--- config.mk ---
export PLATFORM = sky130hd
export DESIGN_NAME = spi_msg_seq
export DESIGN_NICKNAME = d
export VERILOG_FILES = /design/src/rtl/spi_msg_seq.sv
export SDC_FILE = /design/constraint.sdc
export NUM_CORES = 1
export LEC_CHECK = 0
export CAP_MARGIN = 30
export CORE_UTILIZATION = 50
export CTS_BUF_LIST = sky130_fd_sc_hd__clkbuf_4 sky130_fd_sc_hd__clkbuf_8 sky130_fd_sc_hd__clkbuf_16
export CTS_CLUSTER_DIAMETER = 40
export CTS_CLUSTER_SIZE = 30
export DETAILED_ROUTE_END_ITERATION = 12
export PLACE_DENSITY = 0.78
export SYNTH_ARGS = -nofsm -noshare
export SYNTH_HDL_FRONTEND = slang
export SYNTH_SLANG_ARGS = --single-unit
--- constraint.sdc ---
create_clock -name sysClk -period 4.3 [get_ports sysClk]
set_input_delay 0.43 -clock sysClk [delete_from_list [all_inputs] [get_ports sysClk]]
set_output_delay 0.43 -clock sysClk [all_outputs]
set_load 0.02 [all_outputs]
--- src/rtl/spi_msg_seq.sv ---
// SPI slave message sequencer: decodes command bytes from the host and turns
// them into status replies, 32-bit register reads and 32-bit register writes.
module spi_msg_seq #(
  parameter logic [7:0]  STATUS_BYTE = 8'h5A,
  parameter int unsigned NREG_BITS   = 4
) (
  input  logic                 sysClk,
  input  logic                 usrReset,
  input  logic                 ssActive,
  input  logic                 rxValid,
  input  logic [7:0]           rxData,
  output logic                 txLoad,
  output logic [7:0]           txData,
  output logic [NREG_BITS-1:0] regAddr,
  output logic                 regRd,
  input  logic [31:0]          regRdData,
  output logic                 regWr,
  output logic [31:0]          regWrData,
  output logic                 busy,
  output logic                 cmdErr
);

  typedef enum logic [2:0] {S_CMD, S_STAT, S_RD, S_WR, S_ERR} state_e;
  typedef enum logic [1:0] {K_ZERO, K_STAT, K_RDFIRST, K_RDBYTE} kind_e;

  state_e               state_q, state_d;
  logic [1:0]           cnt_q, cnt_d;
  logic                 p1_vld_q, p1_vld_d;
  kind_e                kind_q, kind_d;
  logic [1:0]           idx_q, idx_d;
  logic                 txload_q, txload_d;
  logic [7:0]           tx_q, tx_d;
  logic                 rdsel_q, rdsel_d;
  logic [31:0]          rdword_q, rdword_d;
  logic                 regrd_q, regrd_d;
  logic                 regwr_q, regwr_d;
  logic [31:0]          wdata_q, wdata_d;
  logic [NREG_BITS-1:0] addr_q, addr_d;
  logic                 busy_q, busy_d;
  logic                 cmderr_q, cmderr_d;
  logic                 rx_go;

  assign rx_go = rxValid && ssActive;

  // State register
  always_ff @(posedge sysClk or posedge usrReset) begin
    if (usrReset) begin
      state_q <= S_CMD;
      cnt_q   <= 2'd0;
    end else begin
      state_q <= state_d;
      cnt_q   <= cnt_d;
    end
  end

  // Next-state logic
  always_comb begin
    state_d = state_q;
    cnt_d   = cnt_q;
    if (!ssActive) begin
      state_d = S_CMD;
      cnt_d   = 2'd0;
    end else if (rxValid) begin
      case (state_q)
        S_CMD: begin
          cnt_d = 2'd0;
          case (rxData[7:6])
            2'b00:   state_d = S_STAT;
            2'b10:   state_d = S_RD;
            2'b11:   state_d = S_WR;
            default: state_d = S_ERR;
          endcase
        end
        S_STAT: state_d = S_CMD;
        S_RD, S_WR: begin
          if (cnt_q == 2'd3) begin
            state_d = S_CMD;
            cnt_d   = 2'd0;
          end else begin
            cnt_d = cnt_q + 2'd1;
          end
        end
        S_ERR:   state_d = S_ERR;
        default: state_d = S_CMD;
      endcase
    end
  end

  // Output / datapath logic: byte stage (c+1) then tx stage (c+2)
  always_comb begin
    p1_vld_d = 1'b0;
    kind_d   = K_ZERO;
    idx_d    = cnt_q;
    regrd_d  = 1'b0;
    regwr_d  = 1'b0;
    cmderr_d = 1'b0;
    addr_d   = addr_q;
    wdata_d  = wdata_q;
    if (rx_go) begin
      p1_vld_d = 1'b1;
      case (state_q)
        S_CMD: begin
          case (rxData[7:6])
            2'b00: kind_d = K_STAT;
            2'b10: begin
              kind_d  = K_RDFIRST;
              regrd_d = 1'b1;
              addr_d  = rxData[NREG_BITS-1:0];
            end
            2'b11:   addr_d = rxData[NREG_BITS-1:0];
            default: cmderr_d = 1'b1;
          endcase
        end
        S_RD: if (cnt_q != 2'd3) kind_d = K_RDBYTE;
        S_WR: begin
          wdata_d = {wdata_q[23:0], rxData};
          regwr_d = (cnt_q == 2'd3);
        end
        default: kind_d = K_ZERO;
      endcase
    end

    txload_d = p1_vld_q && ssActive;
    case (kind_q)
      K_STAT:  tx_d = STATUS_BYTE;
      K_RDBYTE: begin
        case (idx_q)
          2'd0:    tx_d = rdword_q[23:16];
          2'd1:    tx_d = rdword_q[15:8];
          default: tx_d = rdword_q[7:0];
        endcase
      end
      default: tx_d = 8'h00;
    endcase
    rdsel_d  = txload_d && (kind_q == K_RDFIRST);
    rdword_d = rdsel_q ? regRdData : rdword_q;
    busy_d   = (state_d != S_CMD);
  end

  always_ff @(posedge sysClk or posedge usrReset) begin
    if (usrReset) begin
      p1_vld_q <= 1'b0;
      kind_q   <= K_ZERO;
      idx_q    <= 2'd0;
      txload_q <= 1'b0;
      tx_q     <= 8'h00;
      rdsel_q  <= 1'b0;
      rdword_q <= 32'd0;
      regrd_q  <= 1'b0;
      regwr_q  <= 1'b0;
      wdata_q  <= 32'd0;
      addr_q   <= '0;
      busy_q   <= 1'b0;
      cmderr_q <= 1'b0;
    end else begin
      p1_vld_q <= p1_vld_d;
      kind_q   <= kind_d;
      idx_q    <= idx_d;
      txload_q <= txload_d;
      tx_q     <= tx_d;
      rdsel_q  <= rdsel_d;
      rdword_q <= rdword_d;
      regrd_q  <= regrd_d;
      regwr_q  <= regwr_d;
      wdata_q  <= wdata_d;
      addr_q   <= addr_d;
      busy_q   <= busy_d;
      cmderr_q <= cmderr_d;
    end
  end

  // Read data only arrives in the first reply slot, so that slot bypasses tx_q
  assign txData    = rdsel_q ? regRdData[31:24] : tx_q;
  assign txLoad    = txload_q;
  assign regAddr   = addr_q;
  assign regRd     = regrd_q;
  assign regWr     = regwr_q;
  assign regWrData = wdata_q;
  assign busy      = busy_q;
  assign cmdErr    = cmderr_q;

endmodule
After elaboration in Yosys (flattened, before gate mapping)
Cells that the tools add are included.
{"block": "word_totals", "register_bits": 84, "in_bits": 44, "output_inout_bits": 49}
{"block": "op_classes", "add_sub_neg": 1, "n_eq_ne": 13, "muxes": 25, "n_reduce_logical": 13}
{"op": "$pmux 8 s2", "count": 2}
{"op": "$pmux 3 s3", "count": 2}
{"op": "$pmux 2 s2", "count": 3}
{"op": "$eq 2x2->1 const B", "count": 5}
{"op": "$mux 2", "count": 5}
{"op": "$mux 1", "count": 9}
{"op": "$mux 3", "count": 3}
{"op": "$mux 8", "count": 1}
{"op": "$eq 3x2->1 const B", "count": 2}
{"op": "$eq 2x1->1 const B", "count": 2}
{"op": "$logic_not 2->1", "count": 2}
{"op": "$reduce_and 2->1", "count": 2}
{"op": "$reduce_or 2->1", "count": 2}
{"op": "$eq 3x3->1 const B", "count": 1}
{"op": "$logic_and 1x1->1", "count": 3}
{"op": "$logic_not 3->1", "count": 1}
{"op": "$ne 3x1->1 const B", "count": 1}
{"op": "$reduce_and 3->1", "count": 1}
{"op": "$reduce_bool 3->1", "count": 1}
{"op": "$reduce_or 3->1", "count": 1}
{"op": "$add 2x1->2 const B", "count": 1}
{"op": "$ne 2x1->1 const B", "count": 1}
{"op": "$ne 2x2->1 const B", "count": 1}

Depth between registers and ports, before layout
{"block": "depth", "word_depth": 6, "mapped_depth": 6, "mapped_depth_nobuf": 6}

Worst setup path before layout
OpenSTA, ideal clock, no wires.
{"block": "synth_timing", "path_type": "register to output", "startpoint": "reg rdsel_q", "endpoint": "out txData[0]", "t_arrival_ns": 1.092, "required_ns": 3.870, "slack_ns": 2.778, "path_stages_with_launch": 4, "path_buffers": 2, "cell_sequence": "dfrtp_1 > clkbuf_1 > buf_2 > mux2_2"}
{"block": "synth_via", "elab_chain_len": 1}
{"element": "from (decl)", "line_no": "33", "source": "logic rdsel_q, rdsel_d;"}
{"element": "from (signal assigned)", "line_no": "161", "source": "rdsel_q <= rdsel_d;"}
{"element": "$mux 8", "line_no": "173", "source": "assign txData = rdsel_q ? regRdData[31:24] : tx_q;"}
{"element": "to (decl)", "line_no": "13", "source": "output logic [7:0] txData,"}
No other way between the ends.

Final worst setup path
{"block": "layout_timing", "startpoint": "reg rdsel_q", "endpoint": "out txData[3]"}
The elaborated chain is that of the path after synthesis.

==> out/metrics.cfg <==
[finish]
final_nets=386
area_growth_pct=33.3
final_common_cell=clkdlybuf4s50_1
fin_area_um2=4720
layout.cells.most_common_list=clkdlybuf4s50_1 (92), dfrtp_1 (84), mux2_2 (68), nor2_1 (12), clkbuf_8 (9)
drive_gt1_frac=0.270
final_util=0.691
stdcell_count=437
num-fill-cells=511
seqCellArea_um2=2100
multi_input_area_um2=1300
n_antenna_cell=0

[timing]
max_freq_mhz=381
worstMarginPinSlew_ns=0.523
relSlewSlack=0.651
finalSetupViolCount=0
period_share=0.610
fin_skew_ns=0.00893
rsz0062_at_grt=false
whs_ns=0.390
slew_viol_final=0
setup_ws_ns=1.68
period_needed_ns=2.62
finalSetupTns_ns=0
hold_viol=0

[run]
cap_violations=0

[placed_design]
placedInstanceArea_um2=4500
portBuffers=92
routabilityCongestion=0.782
post-dp-hpwl_mm=4.67
placedCellCount=421
dp_slack_ns=1.94

[synth]
synth_edf_count=0
syn_inst=242
synth_top_family_by_area=multiplexers
synthFlopType=dfrtp_1
yosysTopAreaCell=dfrtp_1
synth_xor_area_frac=0
synthAdderAreaFrac=0.0212
synth-simple-area-share=0.0590
netlist_top_cells_area=dfrtp_1 (59%), mux2_2 (22%), buf_12 (2.3%), mux2i_1 (2.3%), ha_1 (2.1%)
syn_avg_cell_area_um2=14.6
ys_ff_latch=84
synth_fp_nets=292
synth_compound_area_frac=0.0350
synth-async-reset-ratio=1.00
yosys-mux-area-fraction=0.252
yosysUniqueCellTypes=31
synth.cell_area_um2=3540
yosys_warnings=0
synth.yosys.seq_area_share=0.594
synth_top_area_frac=0.594

[drt]
vias_per_cell=5.05
dr.pass1.iters=4
avgRoutedWirePerCell_um=15.3
drt_iter0_markers=91
vias=2209
route.detailed.drc=0
drt-total-wl_mm=6.69
ant_nets=0

[clocking]
root_buffer=clkbuf_8
cts_buffers=9
cts_tree=built
clk_pin_slew_ns=0.08
cts_max_path_buffers=2
cts_setup_buffers=0
hold_buffers=0
cts_max_level=3
clock_latency_ns=0.34
clock_sinks=84
cts_resized=0

[global_routing]
grt_pass1_vias=2244
antenna_found_initial=0
globalRouteTotalUtil=0.195
grt_first_pass_wirelength_mm=10.9
grt_max_degree=36
overflow=0

[power]
clockPowerShare=0.338
power.switching_mw=0.439
intPower_mw=1.36
swShare=0.244
comb_power_share=0.156
leakagePower_nw=2.17
power.total_mw=1.80
power_density_nw_per_um2=381
vdd_ir_drop_max_v=0.000216
p_seq_frac=0.506

[setup_path]
cp_slowest_cell=dfrtp_1
critPathLaunchType=register
slowest_delay_ns=0.55
cp.arrival_ns=2.19
crit_family=buffers and inverters
crit_chain=buf_4, mux2_2, clkdlybuf4s50_1
worstPathMaxFanout=24
cp.required_ns=3.87
critPathKind=reg -> out
path_buf_inv=2
endpoint_kind=output port

[outcome]
status=completed

[floorplanning]
die_area_um2=7420
fp.dieW_um=86.2
design.portCount=93
row_count=30
die_h_um=86.2
start_util=0.518
coreArea_um2=6830

[min_path]
hold_path.class=in -> async

worst reg2reg max path, stage by stage, from the launching register on:
cell,delay [ns]
dfrtp_1,0.45
nor2b_4,0.20
and4_4,0.55
mux2_2,0.40
synth_stat cells (2+ instances only):
cell / n
dfrtp_1: 84
buf_2: 6
mux2i_1: 8
a32oi_1: 2
nand2_1: 2
buf_12: 4
and2_1: 3
ha_1: 6
a21oi_1: 7
o21ai_0: 2
inv_1: 6
nor2_1: 12
nand2b_1: 4
mux2_2: 68
a21boi_0: 4
and4_1: 2
nor2b_1: 2
mux2_1: 4
o211ai_1: 2
nand3_1: 3
cells by family after synthesis:
group           Yosys count
compound gates           19
buf+inv                  18
fa+ha+maj                 6
flops                    84
simple gates             35
mux                      80
registers in the layout, indices dropped and copies added (netlist names):
name,flops
kind_q,2
rdsel_q,1
idx_q,2
cnt_q,2
state_q,3
busy,1
regAddr,4
cmdErr,1
p1_vld_q,1
regRd,1
rdword_q,24
tx_q,8
txLoad,1
regWr,1
regWrData,32
path summary, 6_finish.rpt:
| check | startpoint | end | slack, ns | depth (start not counted) |
|---|---|---|---|---|
| setup / recovery | rdsel_q$_DFF_PP0_ | txData[3] | 1.68 | 3 |
| hold / removal | usrReset | regWrData[29]$_DFFE_PP0P_ | 0.39 | 2 |
| setup reg to reg | state_q[2]$_DFF_PP0_ | regWrData[26]$_DFFE_PP0P_ | 2.59 | 3 |
| hold reg to reg | cnt_q[1]$_DFFE_PP0P_ | idx_q[1]$_DFF_PP0_ | 0.42 | 0 |
| max in group asynchronous | usrReset | rdword_q[8]$_DFFE_PP0P_ | 2.98 | 4 |
| min in group sysClk | cnt_q[1]$_DFFE_PP0P_ | idx_q[1]$_DFF_PP0_ | 0.42 | 0 |
power groups by stage:
stage                     Sequential [mW]  Clock (mW)  Combinational, mW
final                               0.912       0.608              0.280
after global routing                0.922       0.658              0.306
after CTS                           0.912       0.622              0.284
after detailed placement            0.927           0              0.283
after global placement              0.921           0              0.275
after floorplan                     0.946           0              0.128
layout make-up:
type / instances / area share
inverter: 6 / 0.00504
clock inverter: 6 / 0.0188
tap: 96 / 0.0254
timing repair buffer: 95 / 0.202
sequential: 84 / 0.445
multi-input combinational: 140 / 0.275
clock buffer: 10 / 0.0278
metal layers:
| layer | up-vias | wire (um) | track usage |
|---|---|---|---|
| li1 | 1035 | - | - |
| met3 | 8 | 295 | 0.0404 |
| met5 | - | 0 | 0 |
| met1 | 1106 | 3050 | 0.265 |
| met4 | 0 | 116 | 0.0864 |
| met2 | 60 | 3220 | 0.303 |
Note: power is estimated with default switching activity, not from simulation.
==> edit 1, RTL diff (same settings) <==
Change the parameter `NREG_BITS` from 4 to 6.
--- a/src/rtl/spi_msg_seq.sv
+++ b/src/rtl/spi_msg_seq.sv
@@ -2,7 +2,7 @@
 // them into status replies, 32-bit register reads and 32-bit register writes.
 module spi_msg_seq #(
   parameter logic [7:0]  STATUS_BYTE = 8'h5A,
-  parameter int unsigned NREG_BITS   = 4
+  parameter int unsigned NREG_BITS   = 6
 ) (
   input  logic                 sysClk,
   input  logic                 usrReset,
Interface: changed (resized regAddr); port bits go from 93 to 95. No check against the original RTL was run, so the function may have changed too.
==> edit 1 against the original RTL <==
  * Worst setup slack worse by 0.078 ns
  * Clock power is 16% lower
  * Sequential cell count is 2 higher
  * Non-clock buffer count is 1 higher
  * Synthesized area increased by 5.4%
  * Cell area increased by 3.5%
  * Power decreased by 2.1%
  * Routed wire length grew 1.4%
  * Maximum frequency fell by 2.9%
  * Largest power group unchanged
  * Highest routed layer unchanged
==> edit 1: results (changes against the original RTL) <==
[min_path]
hold_depth = 0
whs_endpoint = idx_q[0]$_DFF_PP0_
hold_class = flop to flop

[place]
placed_area_um2 = 4700  ; +4.5%
numPlacedInstances = 429  ; +1.9%
dp_hpwl_um = 5030  ; +7.7%
portBuffers = 94  ; +2.2%
pre_cts_ws_ns = 1.77  ; -0.165 ns
gp_congestion = 0.799  ; +2.2%

[pwr]
max-vdd-ir-drop_mv = 0.214  ; -1.2%
p_leak_nw = 2.21  ; +1.8%

[clock_tree]
clkLatencyLatePin_ns = 0.34  ; about the same
cts-buffers-inserted = 9  ; unchanged
post_cts_buffers = 0  ; unchanged
cts_root_buf = clkbuf_8

[synth]
syn-num-nets = 296  ; +1.4%
synthTopCellsByArea = dfrtp_1, mux2_2, mux2_4
synth.distinct_cells = 33  ; +6.5%
seq_area_frac_synth_pct = 57.6  ; -1.7 points
syn_inst = 246  ; +1.7%
ys_top_cells_by_count = dfrtp_1, mux2_2, mux2_4
async_reset_ff_share_pct = 100  ; unchanged

[finish]
nets = 391  ; +1.3%
nFillCells = 513  ; +0.39%
largest_register_ff_count = 32  ; unchanged
drive_gt1_share_pct = 29.5  ; +2.5 points

[worst_setup_path]
endpoint = txData[2]
max_stage_delay_ns = 0.98  ; +0.43 ns
r2r_slack_ns = 2.44  ; -0.15 ns
critical_path.startpoint = rdsel_q$_DFF_PP0_
worstPathMaxFanout = 24  ; unchanged
arrival_ns = 2.27  ; +0.08 ns
timing.rr.end = regWrData[28]$_DFFE_PP0P_

[grt]
grt_max_degree = 58  ; +61%
track_usage_pct = 18.6  ; -0.85 points
antenna_found_initial = 0  ; unchanged
first_global_vias = 2255  ; +0.49%
grt_pass1_wl_um = 10900  ; about the same

[sta]
skew_ns = 0.0100  ; +0.00108 ns
finalWorstSetupSlack_ns = 1.60  ; -0.0778 ns
worst_pin_slew_ns = 0.963  ; +0.440 ns
whs_ns = 0.437  ; +0.0467 ns

[detailed_routing]
via_per_inst = 4.94  ; -2.2%
firstDrtPassIters = 5  ; +1
drt-initial-drc-count = 74  ; -19%
vias = 2199  ; -0.45%
post_drt_wl_per_cell_um = 15.2  ; -0.43%

[outcome]
outcome = completed

==> edit 1: cell types whose count changed after synthesis, moves of 3 or more <==
| cell | unedited run | this run |
|---|---|---|
| buf_1 | 1 | 4 |
| mux2_4 | 0 | 29 |
| mux2_1 | 4 | 0 |
| mux2_2 | 68 | 45 |
| buf_2 | 6 | 1 |
==> edit 1: report_power, final <==
group | switching, mW | total, mW | internal, mW
combinational | 0.131 | 0.315 | 0.184
sequential | 0.0504 | 0.939 | 0.889
clock | 0.280 | 0.508 | 0.228
==> edit 1: area by class of cell <==
| class | instances | share of cell area [%] |
|---|---|---|
| inverter | 6 | 0.486 |
| timing repair buffer | 96 | 19.6 |
| sequential | 86 | 44.0 |
| multi-input combinational | 142 | 29.6 |
| clock inverter | 6 | 0.947 |
| clock buffer | 10 | 2.82 |
| tap | 99 | 2.53 |
==> edit 1: metrics by stage <==
stage	power, mW	utilization [%]
2_1_floorplan	1.13	-
3_3_place_gp	1.26	64.8
3_5_place_dp	1.28	64.8
4_1_cts	1.79	67.4
5_1_grt	1.85	67.4
6_report	1.76	67.4
==> edit 1: kinds of logic (layout without fill, tap and decap cells) <==
group	count (synthesis)	count (layout)	share of synthesized area, %
flip-flops	86	86	57.6
adder cells (fa/ha/maj)	6	6	2.01
multiplexers	82	82	27.4
AO/OA/AOI/OAI	19	19	3.35
AND/OR/NAND/NOR	35	35	6.03
buffers and inverters	18	118	3.59
==> edit 1: worst max-delay path, delay by kind of cell, from the launching register on <==
family	cells	cell delay, ns
muxes	1	0.41
buffers and inverters	1	0.54
DFF	1	0.98
==> edit 1: metal layers <==
layer	routed length (um)	GRT usage (%)	vias to the layer above
met5	0	0	-
met4	153	6.74	0
met3	257	5.13	12
met2	3370	30.5	51
met1	3000	23.8	1082
li1	-	-	1054
==> edit 2, RTL diff (config.mk and constraints unchanged) <==
Made on the original files. The 5 states of `state_e` get a one-hot encoding in 5 bits.
--- a/src/rtl/spi_msg_seq.sv
+++ b/src/rtl/spi_msg_seq.sv
@@ -20,7 +20,7 @@
   output logic                 cmdErr
 );
 
-  typedef enum logic [2:0] {S_CMD, S_STAT, S_RD, S_WR, S_ERR} state_e;
+  typedef enum logic [4:0] {S_CMD = 5'b00001, S_STAT = 5'b00010, S_RD = 5'b00100, S_WR = 5'b01000, S_ERR = 5'b10000} state_e;
   typedef enum logic [1:0] {K_ZERO, K_STAT, K_RDFIRST, K_RDBYTE} kind_e;
 
   state_e               state_q, state_d;
Function: same outputs for any inputs over 4 cycles, from zero or initial values and one cycle with usrReset high; so few cycles prove little.
==> edit 2 against the original RTL <==
  * Power decreased by 8.5%
  * Routed wire length rose by 8.5%
  * Synthesized area increased by 3.0%
  * Utilization up 0.34 points
  * Sequential cell count increased by 2
  * Worst setup slack got worse by 0.084 ns
  * Cell area rose by 1.6%
  * Largest cell class unchanged
  * Hold slack improved by 0.049 ns
  * Sequential power about the same
  * Largest power group unchanged
==> edit 2: results (changes against the original RTL) <==
[sta]
max_slew_margin_pct = 36.9  ; -28 points
skew_ns = 0.00957  ; +0.000645 ns

[grt]
track_usage_pct = 20.7  ; +1.3 points
grt_max_degree = 34  ; -5.6%
gr-usage-met2_pct = 31.0  ; +0.73 points
first_global_vias = 2464  ; +9.8%
grt_pass1_wl_um = 12000  ; +11%
use_met3_pct = 6.45  ; +2.4 points
use_met1_pct = 28.6  ; +2.0 points

[place]
pre_cts_ws_ns = 1.50  ; -0.435 ns
gp_congestion = 0.833  ; +6.6%
placed_area_um2 = 4640  ; +3.0%
dp_hpwl_um = 5010  ; +7.4%

[synth]
synthTopCellsByArea = dfrtp_1, mux2_2, mux2i_1
seq_area_frac_synth_pct = 59.0  ; -0.32 points
syn-num-nets = 310  ; +6.2%
synth.distinct_cells = 42  ; +35%
async_reset_ff_share_pct = 100  ; unchanged
ys_top_cells_by_count = dfrtp_1, mux2_2, nor2_1

[detailed_routing]
vias = 2357  ; +6.7%
dr_wl_met2_um = 3280  ; +1.7%
wl_met3_um = 574  ; +95%
wl_met1_um = 3330  ; +9.2%
post_drt_wl_per_cell_um = 15.9  ; +4.0%
firstDrtPassIters = 4  ; unchanged
drt-initial-drc-count = 90  ; -1.1%

[finish]
nets = 401  ; +3.9%
diodes = 0  ; unchanged
drive_gt1_share_pct = 26.9  ; -0.035 points

[clock_tree]
cts_buffer_depth = 2  ; unchanged
h-tree-depth = 3  ; unchanged
cts-resized-gates = 0  ; unchanged

[worst_setup_path]
worstPathMaxFanout = 24  ; unchanged
max_stage_delay_ns = 0.97  ; +0.42 ns
critical-path-top-delay-family = flip-flops
arrival_ns = 2.28  ; +0.09 ns

[pwr]
p_sw_share_pct = 25.7  ; +1.2 points
max-vdd-ir-drop_mv = 0.230  ; +6.5%
p_leak_nw = 2.19  ; +1.1%

[outcome]
outcome = completed

==> edit 2: power by group through the flow <==
stage	clock (mW)	combinational, mW	sequential (mW)
floorplan	0	0.120	0.940
global placement	0	0.251	0.923
detailed placement	0	0.258	0.926
CTS	0.496	0.260	0.910
global route	0.528	0.279	0.919
finish	0.481	0.257	0.910
==> edit 2: stage by stage <==
stage	utilization (%)	std cells	total power, mW
global placement	66.8	440	1.17
finish	69.4	456	1.65
global route	69.4	456	1.73
detailed placement	67.1	441	1.18
floorplan	-	265	1.06
CTS	69.4	456	1.67
==> edit 2: layout make-up <==
type	count	area, um2
sequential	86	2150
tap	96	120
clock buffer	10	131
fill	510	2110
timing repair buffer	95	956
inverter	4	16.3
multi-input combinational	160	1390
clock inverter	5	27.5
==> edit 2: kinds of logic (layout without fill, tap and decap cells) <==
logic type | count (synthesis) | count (layout) | share of synthesized area, %
adders and majority gates | 2 | 2 | 0.617
AOI/OAI and AO/OA | 27 | 27 | 4.60
buffers and inverters | 19 | 114 | 2.81
muxes | 81 | 81 | 24.7
xor gates and xnor gates | 2 | 2 | 0.480
DFF | 86 | 86 | 59.0
and+or+nand+nor | 48 | 48 | 7.72
==> edit 2: path summary, 6_finish.rpt <==
| path | end | start | slack [ns] |
|---|---|---|---|
| min in group sysClk | idx_q[0]$_DFF_PP0_ | cnt_q[0]$_DFFE_PP0P_ | 0.47 |
| max reg2reg | regWrData[1]$_DFFE_PP0P_ | state_q[2]$_DFF_PP0_ | 1.96 |
| max | txData[2] | rdsel_q$_DFF_PP0_ | 1.59 |
| min | tx_q[7]$_DFF_PP0_ | usrReset | 0.44 |
| min reg2reg | idx_q[0]$_DFF_PP0_ | cnt_q[0]$_DFFE_PP0P_ | 0.47 |
| max in group asynchronous | regWrData[21]$_DFFE_PP0P_ | usrReset | 2.92 |
